$ cat config.mk
export PLATFORM = sky130hd
export DESIGN_NAME = lamp_sqrt_ctrl
export DESIGN_NICKNAME = d
export VERILOG_FILES = /design/src/rtl/lamp_sqrt_ctrl.sv
export SDC_FILE = /design/constraint.sdc
export NUM_CORES = 1
export LEC_CHECK = 0
export ABC_AREA = 1
export CAP_MARGIN = 25
export CORE_ASPECT_RATIO = 1.4
export CORE_UTILIZATION = 40
export CTS_BUF_LIST = sky130_fd_sc_hd__clkbuf_8
export DETAILED_ROUTE_END_ITERATION = 8
export PLACE_DENSITY = 0.68
export SETUP_SLACK_MARGIN = 0.4
export SKIP_CTS_REPAIR_TIMING = 1
export SLEW_MARGIN = 15
export SYNTH_ARGS = -nofsm -noshare
export SYNTH_HDL_FRONTEND = slang
export SYNTH_SLANG_ARGS = --single-unit
export TNS_END_PERCENT = 5
$ cat constraint.sdc
create_clock -name clk -period 1.85 [get_ports clk]
set_clock_uncertainty 0.2 [all_clocks]
set_input_delay 0.185 -clock clk [delete_from_list [all_inputs] [get_ports clk]]
set_output_delay 0.185 -clock clk [all_outputs]
set_load 0.02 [all_outputs]
$ cat src/rtl/lamp_sqrt_ctrl.sv
// LAMP FPU sqrt / inverse-sqrt controller: classifies the operand, drives the significand core and packs the result.
// Build option LAMP_SQRT_SUBNORMAL_EN: normalise subnormal operands instead of flushing them to signed zero.

package lampFPU_pkg;
    localparam int LAMP_FLOAT_E_DW = 8;
    localparam int LAMP_FLOAT_F_DW = 7;
    localparam int LAMP_FLOAT_DW   = 1 + LAMP_FLOAT_E_DW + LAMP_FLOAT_F_DW;
    localparam int LAMP_FLOAT_BIAS = 127;
endpackage

module lamp_sqrt_ctrl
    import lampFPU_pkg::*;
(
    input  logic                       clk,
    input  logic                       rst,
    input  logic                       req_valid_i,
    output logic                       req_ready_o,
    input  logic [LAMP_FLOAT_DW-1:0]   op_i,
    input  logic                       inv_i,
    output logic                       res_valid_o,
    input  logic                       res_ready_i,
    output logic [LAMP_FLOAT_DW-1:0]   res_o,
    output logic                       invalid_o,
    output logic                       divzero_o,
    output logic                       doSqrt_o,
    output logic [LAMP_FLOAT_F_DW:0]   s_o,
    output logic                       is_exp_odd_o,
    output logic                       invSqrt_o,
    output logic                       special_case_o,
    input  logic                       core_valid_i,
    input  logic [LAMP_FLOAT_F_DW:0]   core_res_i
);

    localparam int EW = LAMP_FLOAT_E_DW;
    localparam int FW = LAMP_FLOAT_F_DW;
    localparam int DW = LAMP_FLOAT_DW;
    localparam logic signed [EW+1:0] BIAS_S = (EW+2)'(LAMP_FLOAT_BIAS);
    localparam logic [DW-1:0] QNAN = 16'h7FC0;
    localparam logic [DW-1:0] PINF = 16'h7F80;

    // Handshakes: an operand transfers on a cycle with req_valid_i && req_ready_o;
    // a result transfers on a cycle with res_valid_o && res_ready_i, and res_o and
    // the flags stay fixed for as long as res_valid_o waits for res_ready_i.

    typedef enum logic [1:0] {IDLE, ISSUE, WAIT, DONE} state_t;

    state_t state_q, state_d;

    logic                   do_sqrt_q, do_sqrt_d;
    logic [FW:0]            s_q;
    logic                   exp_odd_q;
    logic                   inv_q;
    logic                   special_q;
    logic [EW-1:0]          exp_q;
    logic [DW-1:0]          spec_res_q;
    logic                   spec_invalid_q;
    logic                   spec_divzero_q;
    logic [DW-1:0]          res_q, res_d;
    logic                   invalid_q, invalid_d;
    logic                   divzero_q, divzero_d;

    logic                   accept;
    logic                   op_sign;
    logic [EW-1:0]          op_exp;
    logic [FW-1:0]          op_frac;

    logic                   is_nan;
    logic                   is_inf;
    logic                   is_zero;
    logic [FW:0]            cls_sig;
    logic signed [EW+1:0]   cls_e;
    logic signed [EW+1:0]   cls_k;
    logic [EW-1:0]          cls_exp_r;
    logic                   cls_special;
    logic [DW-1:0]          cls_res;
    logic                   cls_invalid;
    logic                   cls_divzero;

    assign op_sign = op_i[DW-1];
    assign op_exp  = op_i[DW-2:FW];
    assign op_frac = op_i[FW-1:0];
    assign accept  = (state_q == IDLE) && req_valid_i;

    always_comb begin
        state_d = state_q;
        case (state_q)
            IDLE:    if (req_valid_i) state_d = ISSUE;
            ISSUE:   state_d = WAIT;
            WAIT:    if (core_valid_i) state_d = DONE;
            DONE:    if (res_ready_i) state_d = IDLE;
            default: state_d = IDLE;
        endcase
    end

`ifdef LAMP_SQRT_SUBNORMAL_EN
    logic                   is_sub;
    logic [2:0]             sub_shift;
`endif

    always_comb begin
        is_nan  = (&op_exp) && (|op_frac);
        is_inf  = (&op_exp) && !(|op_frac);
        cls_sig = {1'b1, op_frac};
        cls_e   = $signed({2'b00, op_exp}) - BIAS_S;
`ifdef LAMP_SQRT_SUBNORMAL_EN
        is_zero   = !(|op_exp) && !(|op_frac);
        is_sub    = !(|op_exp) && (|op_frac);
        sub_shift = 3'd0;
        // Highest set fraction bit wins; the shift moves it into the hidden-bit slot.
        for (int i = 0; i < FW; i++) begin
            if (op_frac[i]) sub_shift = 3'(FW - i);
        end
        if (is_sub) begin
            cls_sig = {1'b0, op_frac} << sub_shift;
            cls_e   = -(EW+2)'(126) - $signed({7'd0, sub_shift});
        end
`else
        // Subnormals flush to a signed zero and take the zero path.
        is_zero = !(|op_exp);
`endif
        cls_k     = cls_e >>> 1;
        cls_exp_r = inv_i ? EW'(BIAS_S - cls_k) : EW'(cls_k + BIAS_S);

        cls_special = 1'b0;
        cls_res     = '0;
        cls_invalid = 1'b0;
        cls_divzero = 1'b0;
        if (is_nan) begin
            cls_special = 1'b1;
            cls_res     = QNAN;
        end else if (is_zero) begin
            cls_special = 1'b1;
            if (inv_i) begin
                cls_res     = {op_sign, PINF[DW-2:0]};
                cls_divzero = 1'b1;
            end else begin
                cls_res = {op_sign, {(DW-1){1'b0}}};
            end
        end else if (op_sign) begin
            cls_special = 1'b1;
            cls_res     = QNAN;
            cls_invalid = 1'b1;
        end else if (is_inf) begin
            cls_special = 1'b1;
            cls_res     = inv_i ? '0 : PINF;
        end
    end

    always_comb begin
        do_sqrt_d = accept;
        res_d     = res_q;
        invalid_d = invalid_q;
        divzero_d = divzero_q;
        if ((state_q == WAIT) && core_valid_i) begin
            if (special_q) begin
                res_d     = spec_res_q;
                invalid_d = spec_invalid_q;
                divzero_d = spec_divzero_q;
            end else begin
                invalid_d = 1'b0;
                divzero_d = 1'b0;
                // A core result below 1.0 loses one exponent step and shifts up by one.
                if (core_res_i[FW]) begin
                    res_d = {1'b0, exp_q, core_res_i[FW-1:0]};
                end else begin
                    res_d = {1'b0, exp_q - 8'd1, core_res_i[FW-2:0], 1'b0};
                end
            end
        end
    end

    always_ff @(posedge clk) begin
        if (rst) begin
            state_q        <= IDLE;
            do_sqrt_q      <= 1'b0;
            s_q            <= '0;
            exp_odd_q      <= 1'b0;
            inv_q          <= 1'b0;
            special_q      <= 1'b0;
            exp_q          <= '0;
            spec_res_q     <= '0;
            spec_invalid_q <= 1'b0;
            spec_divzero_q <= 1'b0;
            res_q          <= '0;
            invalid_q      <= 1'b0;
            divzero_q      <= 1'b0;
        end else begin
            state_q   <= state_d;
            do_sqrt_q <= do_sqrt_d;
            res_q     <= res_d;
            invalid_q <= invalid_d;
            divzero_q <= divzero_d;
            if (accept) begin
                s_q            <= cls_sig;
                exp_odd_q      <= cls_e[0];
                inv_q          <= inv_i;
                special_q      <= cls_special;
                exp_q          <= cls_exp_r;
                spec_res_q     <= cls_res;
                spec_invalid_q <= cls_invalid;
                spec_divzero_q <= cls_divzero;
            end
        end
    end

    assign req_ready_o    = (state_q == IDLE);
    assign res_valid_o    = (state_q == DONE);
    assign res_o          = res_q;
    assign invalid_o      = invalid_q;
    assign divzero_o      = divzero_q;
    assign doSqrt_o       = do_sqrt_q;
    assign s_o            = s_q;
    assign is_exp_odd_o   = exp_odd_q;
    assign invSqrt_o      = inv_q;
    assign special_case_o = special_q;

endmodule
## After elaboration in Yosys (flattened, before gate mapping)

Cells that the tools add are included.

- Input port bits: 30
- Logic and storage cells: 58
- Register bits: 58

- Equal/unequal tests: 6
- Reduce and logical (&&, ||, !) cells: 10
- Muxes and demuxes: 25
- Add/subtract/negate cells: 4

Operator list:

| operator | count |
|---|---|
| $mux W15 | 5 |
| $mux W16 | 3 |
| $mux W1 | 12 |
| $sub A8 B7 Y9 const B | 1 |
| $add A8 B8 Y8 const B | 1 |
| $mux W8 | 1 |
| $pmux W2 S4 | 1 |
| $reduce_and A8 Y1 | 1 |
| $reduce_or A8 Y1 | 1 |
| $sub A8 B1 Y8 const B | 1 |
| $sub A8 B8 Y8 const A | 1 |
| $reduce_or A7 Y1 | 1 |
| $mux W2 | 3 |
| $eq A2 B2 Y1 const B | 2 |
| $logic_and A1 B1 Y1 | 4 |
| $ne A2 B2 Y1 const B | 2 |
| $reduce_and A3 Y1 | 1 |
| $eq A2 B1 Y1 const B | 1 |
| $logic_not A2 Y1 | 1 |
| $ne A2 B1 Y1 const B | 1 |
| $logic_not A1 Y1 | 1 |

## Depth between registers and ports, before layout

- Depth after elaboration: 7
- Depth in mapped cells: 11
- Gate-level depth less buffers: 11

## Least setup slack after synthesis

OpenSTA, ideal clock, no wires.

- Path type: register to register
- Start: register state_q[0]
- End: register exp_q[1]
- Library setup time: 115 ps
- Path slack: 89 ps
- Buffers on the path: 1
- Stages on the path, launching flop included: 9
- Arrival: 1,446 ps
- Cells stage by stage: dfxtp_1 -> inv_1 -> ha_1 -> nand2_1 -> inv_1 -> clkbuf_2 -> o21ai_0 -> o21ai_0 -> inv_1

- Longest elaborated chain between the ends: 2

Ends and longest elaborated chain:

| what | line | source |
|---|---|---|
| start: declaration | 47 | `state_t state_q, state_d;` |
| start signal: assignment | 188 | `state_q <= state_d;` |
| $logic_not A2 Y1 | n/a |  |
| net req_ready_o | 17 | `output logic req_ready_o,` |
| $logic_and A1 B1 Y1 | 82 | `assign accept = (state_q == IDLE) && req_valid_i;` |
| end signal: assignment | 198 | `exp_q <= cls_exp_r;` |
| end: declaration | 54 | `logic [EW-1:0] exp_q;` |

The timed path passes the listed nets, and every way through them passes these cells.
A chain may end at the register's enable or synchronous reset.

## Final worst setup path

- Start: register special_q (netlist: special_case_o)
- End: output special_case_o

RTL lines:

| what | line | source |
|---|---|---|
| start: declaration | 53 | `logic special_q;` |
| start signal: assignment | 197 | `special_q <= cls_special;` |
| end: declaration | 29 | `output logic special_case_o,` |

No word-level cell between the ends.

==> metrics.cfg <==
[layout]
layout-drive-gt1-share_pct = 22.2
syn2layout_area_growth_pct = 51.0
fin_cells = 487
fillers = 512
regArea_um2 = 906
antenna_cells = 0
multi_input_area_mm2 = 0.00134
nets = 455

[pwr]
combPwrFrac_pct = 45.1
max-vdd-ir-drop_uv = 556
switching_share_pct = 35.9
powerDensity_mw_per_mm2 = 1030
clockPowerShare_pct = 20.2
p_switching_mw = 1.32
p_leak_nw = 1.56
p_int_mw = 2.36
seq_power_share_pct = 34.7

[route]
routedWlPerCell_um = 11.4
vias = 2361
drc = 0
via_per_inst = 4.85
dr.pass1.iters = 4
ant_nets = 0
wl_um = 5560
drt_iter0_markers = 120

[sta]
hold_viol_final = 0
fmax_mhz = 609
slew_headroom_pct = 76.3
setup_viol_count_final = 0
drv_slew = 0
worst_pin_slew_ns = 0.356
rsz0062_at_grt = true
setup_ws_ns = 0.207
min_period_over_period_pct = 88.8
fin_crit_ns = 1.64
setup_tns_ns = 0

[min_path]
whs_path_depth = 6
hold_path.startpoint = op_i[12]
hold_end = spec_res_q[15]
min_path_type = in -> reg

[grt]
grt_pass1_vias = 2122
grt_pass1_wl_um = 8800
grtUsageTotal_pct = 18.0
grt_antenna_before_repair = 0
grt_max_degree = 23
grt_overflow = 0

[synthesis]
synth_cell_type_count = 36
yosys_warnings = 0
yosysMostFrequentCell = nand2_1
synthesis.area_mm2 = 0.00236
synth_edf_count = 0
synth_top_cells_by_count = nand2_1, dfxtp_1, a21oi_1, inv_1, nor2_1
synth_ff_type = dfxtp_1
synth_nets = 366
synth_top_area_cell = dfxtp_1
yosys-top-cells-area = dfxtp_1, nand2_1, a21oi_1, inv_1, nand3_1
netlist_instances = 329
avgSynthCellArea_um2 = 7.17
yosysSeqAreaShare_pct = 38.2
synth-async-reset-ratio_pct = 0
yosysTopAreaCellShare_pct = 38.2
synth_seq_cells = 45

[placed_design]
placedCellCount = 470
dp_hpwl_um = 4120
gp_congestion = 0.760
numPortBuffers = 61
dp_slack_ns = -0.353

[critical_path]
arrival_ns = 1.26
critPathCaptureType = output port
cp_slowest_stage_delay_ns = 0.61
r2r_start = exp_q[0]
r2r-end = res_o[13]
cp-startpoint = special_case_o
worstPathCellList = clkdlybuf4s50_1
critPathLaunchType = register
timing.reg2reg.setup_slack_ns = 0.24
reg2regPathDepth = 9
path_max_fanout = 2
path_buf_inv = 1
path_class = reg -> out
crit_family = buffers and inverters
cpMaxStageDelayCell = clkdlybuf4s50_1
crit_required_ns = 1.46

[status]
run_status = finished, final reports clean

[clocking]
cts_tree = done
cts_root_buf = clkbuf_8
numCtsBuffers = 5
clock_latency_ns = 0.30
htreeDepth = 2
clock_path_buffers = 2
cts.reportedPaths.clkPinSlew_ns = 0.09
cts_sinks = 45

[die]
die_h_um = 92.9
die-width_um = 66.9
ioPinCount = 62
coreArea_mm2 = 0.00561
start_util_pct = 42.1
dieArea_mm2 = 0.00622
rows = 32

[run]
max_cap_violations = 0

-- placed cells by master, fill, tap and decap left out, types with 4 or more instances in the layout --
cell type / netlist / routed
nor2_4: 4 / 4
dfxtp_1: 45 / 41
xor2_1: 5 / 5
a21oi_1: 39 / 39
nand3_2: 2 / 5
nor3_1: 4 / 4
o211ai_1: 4 / 4
clkbuf_8: 0 / 5
o21ai_0: 20 / 18
inv_1: 38 / 28
nand3_1: 22 / 18
inv_2: 0 / 9
nor2_2: 3 / 6
dfxtp_2: 0 / 4
buf_4: 0 / 28
clkdlybuf4s50_1: 0 / 52
nor2_1: 28 / 25
nand2_2: 4 / 7
nand2_1: 68 / 64
dlymetal6s2s_1: 0 / 7
-- how the worst max path moves through the flow --
stage | to | cells past startpoint
2_1_floorplan | exp_q[6] | 11
3_3_place_gp | exp_q[6] | 12
3_5_place_dp | exp_q[6] | 12
4_1_cts | req_ready_o | 3
5_1_grt | res_o[13] | 9
6_report | special_case_o | 1
-- power by group through the flow --
| stage | combinational (mW) | clock [mW] | sequential (mW) |
|---|---|---|---|
| global route | 1.82 | 0.802 | 1.30 |
| finish | 1.66 | 0.744 | 1.27 |
| floorplan | 0.803 | 0 | 1.40 |
| CTS | 1.48 | 0.764 | 1.27 |
| global placement | 1.46 | 0 | 1.28 |
| detailed placement | 1.47 | 0 | 1.29 |
-- flip-flops by register name, summed over array words and instances, names as in the netlist, 2 cells and up --
name        count
exp_q           8
s_o             8
res_o          16
state_q         2
spec_res_q      3
-- metal layers --
| metal | GRT usage, % | wire length (um) | vias up |
|---|---|---|---|
| met4 | 6.91 | 96 | 0 |
| met3 | 3.57 | 216 | 6 |
| met2 | 32.5 | 2880 | 47 |
| met5 | 0 | 0 | - |
| li1 | - | - | 1253 |
| met1 | 19.9 | 2370 | 1055 |
-- kinds of logic after synthesis --
family / synth area share, %
flops: 38.2
xor+xnor: 3.29
simple gates: 28.3
fa+ha+maj: 3.71
buf+inv: 9.65
compound gates: 16.9
-- metrics by stage --
step | hold WS (ns) | total power [mW] | util [%] | cell area (um^2)
after floorplan | 0.0748 | 2.20 | - | 2440
after global placement | 0.252 | 2.74 | 58.3 | 3270
after detailed placement | 0.257 | 2.76 | 58.3 | 3270
after CTS | 0.237 | 3.51 | 60.4 | 3380
after global routing | 0.257 | 3.92 | 63.6 | 3560
final | 0.216 | 3.67 | 63.6 | 3560
-- layout make-up --
cell class / count / share of cell area [%]
multi-input combinational: 231 / 37.7
tap: 68 / 2.39
sequential: 45 / 25.4
clock inverter: 3 / 1.30
timing repair buffer: 95 / 26.7
clock buffer: 5 / 1.93
inverter: 40 / 4.56
Power figures use the tool's default switching activity.
